**src/rtl/program_loader.sv**
```systemverilog
// Byte-stream loader for the pipelined CPU: parses HDR/CNT/ADDR/word streams into
// IM/DM write strobes and holds the CPU until a RUN header arrives.
module program_loader #(
    parameter int DATA_W = 16,
    parameter int ADDR_W = 8
) (
    input  logic              clk,
    input  logic              rst,
    input  logic              in_valid,
    input  logic [7:0]        in_data,
    output logic              in_ready,
    output logic              imem_we,
    output logic              dmem_we,
    output logic [ADDR_W-1:0] wr_addr,
    output logic [DATA_W-1:0] wr_data,
    output logic              cpu_hold,
    output logic              load_done,
    output logic              err
);

    localparam logic [2:0] S_IDLE = 3'd0;
    localparam logic [2:0] S_CNT  = 3'd1;
    localparam logic [2:0] S_ADR  = 3'd2;
    localparam logic [2:0] S_HI   = 3'd3;
    localparam logic [2:0] S_LO   = 3'd4;
    localparam logic [2:0] S_WR   = 3'd5;

    localparam logic [7:0] HDR_IMEM = 8'h01;
    localparam logic [7:0] HDR_DMEM = 8'h02;
    localparam logic [7:0] HDR_RUN  = 8'hFF;

    logic [2:0] state;
    logic       target_dmem;
    logic [7:0] count;
    logic       accept;

    assign in_ready = !rst && (state != S_WR);
    assign accept   = in_valid && in_ready;

    // Strobes and pulses default low each cycle; wr_addr doubles as the running address.
    always_ff @(posedge clk) begin
        if (rst) begin
            state       <= S_IDLE;
            target_dmem <= 1'b0;
            count       <= 8'd0;
            imem_we     <= 1'b0;
            dmem_we     <= 1'b0;
            wr_addr     <= '0;
            wr_data     <= '0;
            cpu_hold    <= 1'b1;
            load_done   <= 1'b0;
            err         <= 1'b0;
        end else begin
            imem_we   <= 1'b0;
            dmem_we   <= 1'b0;
            load_done <= 1'b0;
            err       <= 1'b0;
            case (state)
                S_IDLE: begin
                    if (accept) begin
                        if (in_data == HDR_IMEM || in_data == HDR_DMEM) begin
                            target_dmem <= (in_data == HDR_DMEM);
                            cpu_hold    <= 1'b1;
                            state       <= S_CNT;
                        end else if (in_data == HDR_RUN) begin
                            cpu_hold <= 1'b0;
                        end else begin
                            err <= 1'b1;
                        end
                    end
                end
                S_CNT: begin
                    if (accept) begin
                        count <= in_data;
                        state <= S_ADR;
                    end
                end
                S_ADR: begin
                    if (accept) begin
                        wr_addr <= ADDR_W'(in_data);
                        if (count == 8'd0) begin
                            load_done <= 1'b1;
                            state     <= S_IDLE;
                        end else begin
                            state <= S_HI;
                        end
                    end
                end
                S_HI: begin
                    if (accept) begin
                        wr_data[DATA_W-1 -: 8] <= in_data;
                        state                  <= S_LO;
                    end
                end
                S_LO: begin
                    if (accept) begin
                        wr_data[7:0] <= in_data;
                        imem_we      <= !target_dmem;
                        dmem_we      <= target_dmem;
                        state        <= S_WR;
                    end
                end
                S_WR: begin
                    // The strobe is high during this cycle; advance for the next word.
                    wr_addr <= wr_addr + ADDR_W'(1);
                    count   <= count - 8'd1;
                    if (count == 8'd1) begin
                        load_done <= 1'b1;
                        state     <= S_IDLE;
                    end else begin
                        state <= S_HI;
                    end
                end
                default: state <= S_IDLE;
            endcase
        end
    end

endmodule

```
**config.mk**
```make
export PLATFORM = sky130hd
export DESIGN_NAME = program_loader
export DESIGN_NICKNAME = d
export VERILOG_FILES = /design/src/rtl/program_loader.sv
export SDC_FILE = /design/constraint.sdc
export NUM_CORES = 1
export LEC_CHECK = 0
export CAP_MARGIN = 20
export CORE_UTILIZATION = 30
export CTS_BUF_LIST = sky130_fd_sc_hd__clkbuf_16
export CTS_CLUSTER_DIAMETER = 150
export DETAILED_ROUTE_END_ITERATION = 10
export GPL_TIMING_DRIVEN = 0
export MAX_ROUTING_LAYER = met4
export SYNTH_ARGS = -nofsm -noshare
export SYNTH_HDL_FRONTEND = slang
export SYNTH_SLANG_ARGS = --single-unit
export TNS_END_PERCENT = 100
```
**constraint.sdc**
```tcl
create_clock -name clk -period 2.1 [get_ports clk]
set_input_delay 0.63 -clock clk [delete_from_list [all_inputs] [get_ports clk]]
set_output_delay 0.63 -clock clk [all_outputs]
set_load 0.03 [all_outputs]
```
==> results.sh <==
export IMPL_grt_pass1_vias=1888
export IMPL_power_density_nw_per_um2=607
export IMPL_rr_startpoint="state[1]"
export IMPL_io_buffer_count=35
export IMPL_reg2reg_setup_slack_ns=0.21
export IMPL_synthesis_yosys_warnings=0
export IMPL_end_kind="flip-flop"
export IMPL_synth_net_count=263
export IMPL_syn_mean_instance_area_um2=8.31
export IMPL_clock_insertion_delay_worst_skew_ns=0.29
export IMPL_cp_max_fo=6
export IMPL_fraction_of_final_layout_cells_sized_beyond_drive_strength_1_pct=11.9
export IMPL_clk_root_buffer_cell="clkbuf_16"
export IMPL_run_status="complete, but fails checks"
export IMPL_antenna_found_initial=0
export IMPL_stdcell_count=370
export IMPL_crit_top_cell="or4_4"
export IMPL_yosysUniqueCellTypes=48
export IMPL_depth_of_the_worst_register_to_register_path=6
export IMPL_nets=307
export IMPL_path_cells="clkdlybuf4s15_2, or4_4, or4_4, o21ai_1, a311oi_1"
export IMPL_critPathLaunch="in_data[3]"
export IMPL_maxClockFrequency_ghz=0.486
export IMPL_fin_crit_ns=2.06
export IMPL_cts_htree_levels=2
export IMPL_timing_critical_path_required_ns=2.25
export IMPL_ctsHoldBuffers=0
export IMPL_min_path_type="reg -> reg"
export IMPL_clock_tree_sinks=41
export IMPL_die_w_um=84.9
export IMPL_drt_pre_antenna_iters=9
export IMPL_final_setup_viol_count=0
export IMPL_wire_per_inst_um=15.5
export IMPL_ff_latch_area_um2=821
export IMPL_synth_sequential_area_ratio_pct=39.8
export IMPL_final_min_period_over_clock_period_pct=98.0
export IMPL_worst_slew_pin_transition_ns=0.654
export IMPL_grt_overflow_total=0
export IMPL_startpoint_type="input pin"
export IMPL_n_fill_cell=642
export IMPL_critPathArrivalTime_ns=2.21
export IMPL_dieArea_um2=7210
export IMPL_row_count=29
export IMPL_top_level_ports=41
export IMPL_violated_checks="DRC"
export IMPL_clock_tree_buffer_depth=2
export IMPL_die_height_um=84.9
export IMPL_r2r_end="count[5]"
export IMPL_routed_wl_um=5720
export IMPL_slew_viol_final=0
export IMPL_route_detailed_vias_per_inst=5.24
export IMPL_crit_path_max_incr_delay_ns=0.59
export IMPL_ys_ff_latch=41
export IMPL_drv_cap=0
export IMPL_global_route_wire_length_before_repair_um=9500
export IMPL_synth_enable_flop_cells=0
export IMPL_areaGrowthSynthToFinish_pct=33.4
export IMPL_cell_count_after_synthesis=248
export IMPL_clock_skew_final_ns=0.00759
export IMPL_worstSetupEndpoint="state[1]"
export IMPL_number_of_vias_after_detailed_routing=1940
export IMPL_initialDrtViolationCount=136
export IMPL_gp_routability_congestion=0.839
export IMPL_ir_worst_vdd_mv=0.421
export IMPL_cts_inserted_buffers=5
export IMPL_core_box_area_um2=6490
export IMPL_worst_setup_hold_path_clk_slew_ns=0.07
export IMPL_grt_start_max_net_pins=17
export IMPL_timing_worst_setup_path_type="in -> reg"
export IMPL_critical_path_slowest_cell="or4_4"
export IMPL_dpl_cell_count=360
export IMPL_layout_cells_most_common_list="dfxtp_1, nor2_1, clkdlybuf4s50_1"
export IMPL_synthArstFlopShare_pct=0
export IMPL_timing_hold_worst_start="target_dmem"
export IMPL_floorplan_initialDensity_pct=31.7
export IMPL_cellLeakagePower_nw=1.05
export IMPL_mappedNetlistArea_um2=2060
export IMPL_synth_top_flop_cell="dfxtp_1"
export IMPL_dp_hpwl_um=3990
export IMPL_worst_slew_margin_rel_pct=56.1
export IMPL_route_antenna_remaining_nets=0
export IMPL_route_detailed_drc=1
export IMPL_finalHoldViolations=0
export IMPL_final_critical_path_setup_slack_ns=0.0415
export IMPL_post_place_ws_ns=-0.870
export IMPL_rsz_0062_raised_after_global_routing="true"
export IMPL_layout_cells_most_common="dfxtp_1"
export IMPL_groute_usage_overall_pct=17.2
export IMPL_multi_input_area_um2=1190
export IMPL_diodes=0
export IMPL_tritoncts="done"
[critical path, delay by kind of cell]
kind | cells | cell delay, ns
buffers and inverters | 1 | 0.26
AOI/OAI and AO/OA | 2 | 0.23
and+or+nand+nor | 2 | 1.09
[layout make-up]
type | instances | share of cell area (%)
Inverter | 7 | 0.955
Sequential cell | 41 | 29.8
Buffer | 16 | 3.23
Clock buffer | 5 | 4.55
Clock inverter | 3 | 0.955
Multi-Input combinational cell | 184 | 43.4
Tap cell | 77 | 3.50
Timing Repair Buffer | 37 | 13.6
[where the power goes]
group          leakage (nW)  total [mW]  internal (mW)  switching, mW
clock network        0.0752       0.797          0.454          0.344
registers             0.330       0.780          0.779        0.00108
logic                 0.646      0.0929         0.0302         0.0627
total                  1.05        1.67           1.26          0.408
[flip-flops by register name, indices dropped and copies added, names as in the netlist]
register and count:
target_dmem 1, load_done 1, err 1, count 8, wr_data 16, imem_we 1, cpu_hold 1, wr_addr 8
state 3, dmem_we 1
[synth_stat cells, drive strengths merged (4+ instances only)]
cell type,number,area [um2]
a31oi,7,43.8
a21oi,21,105
inv,7,26.3
dfxtp,41,821
nor3,8,51.3
nand2,14,52.6
o21ai,18,90.1
nand4,4,25.0
ha,4,50.1
nand3,7,35.0
clkbuf,12,46.3
nand2b,7,43.8
buf,4,18.8
mux2i,17,170
nor2,33,124
[timing repair]
action	4_1_cts	5_1_grt
buffers inserted	0	2
pin swaps	1	4
cloned	0	0
setup endpoints to repair	21	23
resized for setup	27	9
[how the worst min path moves through the flow]
stage                     endpoint  slack [ns]  depth (start not counted)
after floorplan            imem_we        0.41                          1
after detailed placement   imem_we        0.42                          1
after global routing       imem_we        0.45                          1
final                      imem_we        0.43                          1
after CTS                  imem_we        0.43                          1
after global placement     imem_we        0.42                          1
[cell families after synthesis]
kind of cell               count (synthesis)  synth area share [%]
xor gates and xnor gates                   2                 0.850
AOI/OAI and AO/OA                         64                  19.2
muxes                                     18                  8.80
DFF                                       41                  39.8
buffers and inverters                     23                  4.43
adders and majority gates                  4                  2.43
and+or+nand+nor                           96                  24.5
[through the flow]
step                hold WS (ns)  total power, mW  util (%)  setup TNS [ns]  area, um2
global placement           0.421            0.886      38.7          -12.25       2510
floorplan                  0.408            0.846         -               0       2070
detailed placement         0.421            0.887      38.7          -11.97       2510
finish                     0.427             1.67      42.4               0       2750
CTS                        0.430             1.69      41.7               0       2710
global route               0.455             1.73      42.4         -0.0576       2750
[routing by layer]
layer	GRT usage, %	part of all wire, %
met1	22.3	48
met2	27.8	48
met3	2.53	3.6
met4	5.08	0.59
met5	-	0
Power figures use the tool's default switching activity.
